<file path="config.mk">
export PLATFORM = sky130hd
export DESIGN_NAME = bmp_write
export DESIGN_NICKNAME = d
export VERILOG_FILES = /design/src/rtl/bmp_write.sv
export SDC_FILE = /design/constraint.sdc
export NUM_CORES = 1
export LEC_CHECK = 0
export CAP_MARGIN = 20
export CORE_MARGIN = 2
export CORE_UTILIZATION = 25
export DETAILED_ROUTE_END_ITERATION = 8
export DONT_BUFFER_PORTS = 1
export PLACE_DENSITY = 0.49
export SYNTH_ARGS = -nofsm -noshare
export SYNTH_HDL_FRONTEND = slang
export SYNTH_SLANG_ARGS = --single-unit
</file>
<file path="constraint.sdc">
create_clock -name clk -period 7.5 [get_ports clk]
set_clock_uncertainty 0.05 [all_clocks]
set_input_delay 1.125 -clock clk [delete_from_list [all_inputs] [get_ports clk]]
set_output_delay 1.125 -clock clk [all_outputs]
set_load 0.01 [all_outputs]
</file>
<file path="src/rtl/bmp_write.sv">
// Streams a 24-bit BMP file (54-byte header, B,G,R pixels with 4-byte row padding) into raw SD sectors.
// Optional BMP_TOP_DOWN_EN: header height is written negative (top-down row order).
module bmp_write #(
    parameter int IMG_WIDTH    = 480,
    parameter int IMG_HEIGHT   = 272,
    parameter int START_SECTOR = 32000
) (
    input  logic        clk,
    input  logic        rst_n,
    input  logic        sd_init_done,
    input  logic        start,
    output logic        ready,
    output logic [1:0]  state_code,
    output logic        read_req,
    input  logic        read_req_ack,
    output logic        pix_rd_en,
    input  logic [23:0] pix_data,
    output logic        sd_sec_write,
    output logic [31:0] sd_sec_write_addr,
    output logic [7:0]  sd_sec_write_data,
    input  logic        sd_sec_write_data_req,
    input  logic        sd_sec_write_end
);

    localparam logic [31:0] ROW_BYTES  = 32'(IMG_WIDTH * 3);
    localparam logic [31:0] STRIDE     = (ROW_BYTES + 32'd3) & ~32'd3;
    localparam logic [31:0] IMG_SIZE   = STRIDE * 32'(IMG_HEIGHT);
    localparam logic [31:0] FILE_LEN   = 32'd54 + IMG_SIZE;
    localparam logic [31:0] NSEC       = (FILE_LEN + 32'd511) >> 9;
    localparam logic [31:0] START_ADDR = 32'(START_SECTOR);
    localparam logic [31:0] LAST_ROW   = 32'(IMG_HEIGHT - 1);
`ifdef BMP_TOP_DOWN_EN
    localparam logic [31:0] HDR_HEIGHT = 32'(-IMG_HEIGHT);
`else
    localparam logic [31:0] HDR_HEIGHT = 32'(IMG_HEIGHT);
`endif

    typedef enum logic [1:0] {S_IDLE, S_REQ, S_WRITE, S_END} state_t;

    state_t      state, state_nx;
    logic [31:0] fcnt, col, row, sec_cnt;
    logic [1:0]  sub;
    logic [9:0]  sbyte;
    logic        pix_vld_p1;
    logic [23:0] pix_reg;
    logic [7:0]  file_byte;
    logic        last_pix;

    // Little-endian header byte at offset idx; each field is located by its base offset.
    function automatic logic [7:0] hdr_byte(input logic [5:0] idx);
        logic [31:0] fld;
        logic [5:0]  base;
        fld  = 32'd0;
        base = 6'd0;
        if (idx < 6'd2)       begin fld = 32'h0000_4D42; base = 6'd0;  end
        else if (idx < 6'd6)  begin fld = FILE_LEN;      base = 6'd2;  end
        else if (idx < 6'd10) begin fld = 32'd0;         base = 6'd6;  end
        else if (idx < 6'd14) begin fld = 32'd54;        base = 6'd10; end
        else if (idx < 6'd18) begin fld = 32'd40;        base = 6'd14; end
        else if (idx < 6'd22) begin fld = 32'(IMG_WIDTH); base = 6'd18; end
        else if (idx < 6'd26) begin fld = HDR_HEIGHT;    base = 6'd22; end
        else if (idx < 6'd28) begin fld = 32'd1;         base = 6'd26; end
        else if (idx < 6'd30) begin fld = 32'd24;        base = 6'd28; end
        else if (idx < 6'd34) begin fld = 32'd0;         base = 6'd30; end
        else if (idx < 6'd38) begin fld = IMG_SIZE;      base = 6'd34; end
        else if (idx < 6'd42) begin fld = 32'd2835;      base = 6'd38; end
        else if (idx < 6'd46) begin fld = 32'd2835;      base = 6'd42; end
        return 8'(fld >> {idx - base, 3'b000});
    endfunction

    always_ff @(posedge clk or negedge rst_n) begin
        if (!rst_n) state <= S_IDLE;
        else        state <= state_nx;
    end

    always_comb begin
        state_nx = state;
        if (!sd_init_done) begin
            state_nx = S_IDLE;
        end else begin
            case (state)
                S_IDLE:  if (start) state_nx = S_REQ;
                S_REQ:   if (read_req_ack) state_nx = S_WRITE;
                S_WRITE: if (sd_sec_write_end && (sec_cnt + 32'd1 == NSEC)) state_nx = S_END;
                S_END:   state_nx = S_IDLE;
                default: state_nx = S_IDLE;
            endcase
        end
    end

    always_comb begin
        ready    = (state == S_IDLE);
        read_req = (state == S_REQ);
    end

    // Byte at the current file offset: header, then pixel bytes and row padding, then zero fill.
    always_comb begin
        file_byte = 8'h00;
        if (fcnt < 32'd54) begin
            file_byte = hdr_byte(fcnt[5:0]);
        end else if (fcnt < FILE_LEN && col < ROW_BYTES) begin
            case (sub)
                2'd0:    file_byte = pix_reg[7:0];
                2'd1:    file_byte = pix_reg[15:8];
                default: file_byte = pix_reg[23:16];
            endcase
        end
    end

    assign last_pix = (row == LAST_ROW) && (col == ROW_BYTES - 32'd1);

    // Pixel arrives the cycle after the read strobe.
    always_ff @(posedge clk) begin
        if (pix_vld_p1) pix_reg <= pix_data;
    end

    always_ff @(posedge clk or negedge rst_n) begin
        if (!rst_n) begin
            state_code        <= 2'd0;
            pix_rd_en         <= 1'b0;
            pix_vld_p1        <= 1'b0;
            sd_sec_write      <= 1'b0;
            sd_sec_write_addr <= START_ADDR;
            sd_sec_write_data <= 8'h00;
            fcnt              <= 32'd0;
            col               <= 32'd0;
            row               <= 32'd0;
            sub               <= 2'd0;
            sec_cnt           <= 32'd0;
            sbyte             <= 10'd0;
        end else begin
            pix_rd_en  <= 1'b0;
            pix_vld_p1 <= pix_rd_en;
            if (!sd_init_done) begin
                sd_sec_write <= 1'b0;
                state_code   <= 2'd0;
            end else begin
                case (state)
                    S_IDLE: begin
                        state_code        <= (state_code == 2'd3) ? 2'd3 : 2'd1;
                        sd_sec_write      <= 1'b0;
                        sd_sec_write_addr <= START_ADDR;
                        fcnt              <= 32'd0;
                        col               <= 32'd0;
                        row               <= 32'd0;
                        sub               <= 2'd0;
                        sec_cnt           <= 32'd0;
                        sbyte             <= 10'd0;
                    end
                    S_REQ: begin
                        state_code <= 2'd2;
                        if (read_req_ack) begin
                            pix_rd_en    <= 1'b1;
                            sd_sec_write <= 1'b1;
                        end
                    end
                    S_WRITE: begin
                        state_code <= 2'd2;
                        if (sd_sec_write_data_req) begin
                            if (sbyte != 10'd512) begin
                                sd_sec_write_data <= file_byte;
                                fcnt              <= fcnt + 32'd1;
                                sbyte             <= sbyte + 10'd1;
                                if (fcnt >= 32'd54 && fcnt < FILE_LEN) begin
                                    if (col < ROW_BYTES) begin
                                        sub <= (sub == 2'd2) ? 2'd0 : sub + 2'd1;
                                        if (sub == 2'd2 && !last_pix) pix_rd_en <= 1'b1;
                                    end
                                    if (col == STRIDE - 32'd1) begin
                                        col <= 32'd0;
                                        row <= row + 32'd1;
                                    end else begin
                                        col <= col + 32'd1;
                                    end
                                end
                            end else begin
                                sd_sec_write_data <= 8'h00;
                            end
                        end
                        // Drop the write request for one cycle between sectors.
                        if (sd_sec_write_end) begin
                            sd_sec_write      <= 1'b0;
                            sd_sec_write_addr <= sd_sec_write_addr + 32'd1;
                            sec_cnt           <= sec_cnt + 32'd1;
                            sbyte             <= 10'd0;
                            if (sec_cnt + 32'd1 == NSEC) state_code <= 2'd3;
                        end else if (!sd_sec_write) begin
                            sd_sec_write <= 1'b1;
                        end
                    end
                    S_END: begin
                        state_code   <= 2'd3;
                        sd_sec_write <= 1'b0;
                    end
                    default: state_code <= 2'd0;
                endcase
            end
        end
    end

endmodule

</file>
==> results.sh <==
export IMPL_core_um2=46400
export IMPL_vias=9175
export IMPL_via_per_inst=4.81
export IMPL_slew_headroom=0.323
export IMPL_ios=77
export IMPL_synth_seq_area_share=0.463
export IMPL_async_flop_share=0.886
export IMPL_cp_cell_sequence="nor3_1 -> a222oi_1 -> ha_1 -> inv_1 -> fa_1 -> and2_1 -> o21a_1 -> nor2_1 -> xnor2_1 -> a21oi_1 -> a21bo_2 -> nand3_1 -> o221ai_1"
export IMPL_rows=79
export IMPL_syn_to_final_growth_pct=12.8
export IMPL_cts_root_buf="clkbuf_16"
export IMPL_setup_viol=0
export IMPL_synth_area_leaders="dfrtp_1, edfxtp_1, xor2_1, nor2_1, nand2_1"
export IMPL_dp_hpwl_mm=20.2
export IMPL_io_buffer_count=0
export IMPL_grt_start_max_net_pins=188
export IMPL_cts_hold_buffers=0
export IMPL_arrival_ps=4370
export IMPL_syn_inst=1303
export IMPL_vdd_drop_max_uv=206
export IMPL_min_delay_path_class="primary input to async pin"
export IMPL_synth_warnings=0
export IMPL_die_area_um2=48500
export IMPL_hold_slack_ps=248
export IMPL_wirelength_mm=30.3
export IMPL_final_max_slew_violation_count=0
export IMPL_route_detailed_drc=0
export IMPL_critPathLaunchType="flop"
export IMPL_num_fill_cells=4900
export IMPL_rsz0062_at_grt="no"
export IMPL_place_gp_congestion=0.774
export IMPL_synth_edf_count=24
export IMPL_worstMarginPinSlew_ps=1010
export IMPL_grt_overflow=0
export IMPL_cp_required_ps=7900
export IMPL_drt_iter0_drc=629
export IMPL_clk_pin_slew_ps=60
export IMPL_post_cts_resized=0
export IMPL_cellPowerDensity_nw_per_um2=235
export IMPL_criticalPathCategory="flop to flop"
export IMPL_avgSynthCellArea_um2=8.96
export IMPL_antenna_found_initial=0
export IMPL_crit_family="compound AO/OA/AOI/OAI gates"
export IMPL_drive_gt1_frac=0.0639
export IMPL_grt_usage=0.126
export IMPL_total_power_mw=3.10
export IMPL_cts_setup_buffers=0
export IMPL_timing_final_crit_period_ps=3960
export IMPL_period_share=0.528
export IMPL_finalSetupTns_ps=0
export IMPL_synth_flop_cell="dfrtp_1"
export IMPL_max_freq_ghz=0.252
export IMPL_critical_path_max_stage_delay_ps=820
export IMPL_die_y_um=220
export IMPL_grt_pass1_vias=9034
export IMPL_wl_per_cell_um=15.9
export IMPL_die_w_um=220
export IMPL_p_leak_nw=5.25
export IMPL_numClockSinks=211
export IMPL_synth_nets=1351
export IMPL_synth_area_leader_cell="dfrtp_1"
export IMPL_cp_buffers_inverters=1
export IMPL_fin_nets=1326
export IMPL_clkLatencyLatePin_ps=560
export IMPL_netlist_area_um2=11700
export IMPL_grt_pass1_wl_mm=49.5
export IMPL_critPathCaptureType="flop"
export IMPL_drt_pass1_iterations=5
export IMPL_clock_path_buffers=3
export IMPL_cts_tree="done"
export IMPL_path_max_fanout=23
export IMPL_hold_viol=0
export IMPL_maxCapViolations=0
export IMPL_crit_slowest_cell="dfrtp_1"
export IMPL_yosysUniqueCellTypes=71
export IMPL_synth_seq_cells=211
export IMPL_htreeDepth=1
export IMPL_status="finished clean"
export IMPL_yosys_area_top_type_share=0.388
export IMPL_numCtsBuffers=27
export IMPL_initial_core_util=0.252
export IMPL_ant_nets=0
export IMPL_insertedDiodeCount=0
-- Yosys cell counts (all sizes together), types with 3 or more instances --
master / n
o2111ai: 4
mux2: 3
nor4: 30
ha: 16
a21oi: 50
edfxtp: 24
o21bai: 3
dfrtp: 181
nand2: 141
and3: 26
mux2i: 15
clkbuf: 54
xor2: 78
or2: 8
a31oi: 13
nor4b: 4
nor3b: 3
a2111oi: 3
o41ai: 3
and4: 14
nor2b: 7
o22ai: 8
o221ai: 6
o21ai: 71
o31ai: 11
o21a: 3
nand2b: 8
or3: 16
inv: 32
buf: 11
nand3: 71
nand4: 48
nor3: 39
xnor2: 57
and2: 16
nor2: 179
or4: 8
a211oi: 3
dfstp: 6
a22o: 5
o211ai: 3
-- metrics by stage --
stage | utilization | setup slack (ps) | instances | cell area [um^2]
after CTS | 0.284 | 3540 | 1906 | 13200
after global placement | 0.265 | 3620 | 1855 | 12300
after floorplan | - | 3980 | 1303 | 11700
after detailed placement | 0.265 | 3630 | 1856 | 12300
final | 0.284 | 3540 | 1906 | 13200
after global routing | 0.284 | 3210 | 1906 | 13200
-- routing by layer --
layer  track usage  routed length (um)
met5             0                   0
met4        0.0356                 671
met3        0.0318                1800
met2         0.197               13500
met1         0.171               14200
-- report_power, final --
part	internal, mW	total [mW]	switching [mW]
combinational	0.152	0.534	0.382
sequential	1.20	1.28	0.0800
clock	0.769	1.28	0.514
total	2.12	3.10	0.976
-- path summary, 6_finish.rpt --
kind / start / end / slack (ps) / depth (start not counted)
setup reg to reg: fcnt[3] / sd_sec_write_data[4] / 3540 / 13
setup / recovery: fcnt[3] / sd_sec_write_data[4] / 3540 / 13
min in group clk: pix_rd_en / pix_vld_p1 / 410 / 0
hold reg to reg: pix_rd_en / pix_vld_p1 / 410 / 0
hold / removal: rst_n / col[17] / 250 / 0
max in group asynchronous: rst_n / sec_cnt[23] / 6720 / 0
-- worst register-to-register path: cells and delay by family (launching register included) --
family | cells | cell delay, ps
XOR/XNOR | 1 | 70
AO/OA/AOI/OAI | 5 | 1580
buffers and inverters | 1 | 60
flip-flops | 1 | 820
AND/OR/NAND/NOR | 4 | 710
adder cells (fa/ha/maj) | 2 | 590
-- area by class of cell --
type	count	area, um^2	area share
Clock inverter	13	123	0.00931
Timing Repair Buffer	11	95.1	0.00722
Multi-Input combinational cell	994	5910	0.449
Sequential cell	211	5410	0.411
Tap cell	607	759	0.0577
Clock buffer	37	753	0.0572
Inverter	33	124	0.00940
-- placed cells by master, fill, tap and decap left out, drive strengths merged, types with 4 or more instances in the layout --
master,Yosys,layout
nand2,141,141
clkinv,1,10
o2111ai,4,4
dfrtp,181,181
dfstp,6,6
nand4,48,48
a31oi,13,13
nand2b,8,8
a22o,5,5
and3,26,26
and2,16,16
clkbuf,54,37
ha,16,16
or2,8,8
inv,32,33
nor2,179,179
or3,16,16
xor2,78,78
o21ai,71,71
mux2i,15,15
nor4,30,30
edfxtp,24,24
xnor2,57,57
nor2b,7,7
or4,8,8
nor3,39,39
o31ai,11,11
o22ai,8,8
nand3,71,71
nor4b,4,4
and4,14,14
o221ai,6,6
a21oi,50,50
buf,11,11
-- logic make-up (layout without fill, tap and decap cells) --
| kind of cell | after synthesis | in the layout | synth area share |
|---|---|---|---|
| buffers and inverters | 98 | 94 | 0.0320 |
| adder cells (fa/ha/maj) | 17 | 17 | 0.0189 |
| flip-flops | 211 | 211 | 0.463 |
| AND/OR/NAND/NOR | 622 | 622 | 0.263 |
| AO/OA/AOI/OAI | 202 | 202 | 0.106 |
| multiplexers | 18 | 18 | 0.0157 |
| XOR/XNOR | 135 | 135 | 0.101 |
(Power assumes the default switching activity.)
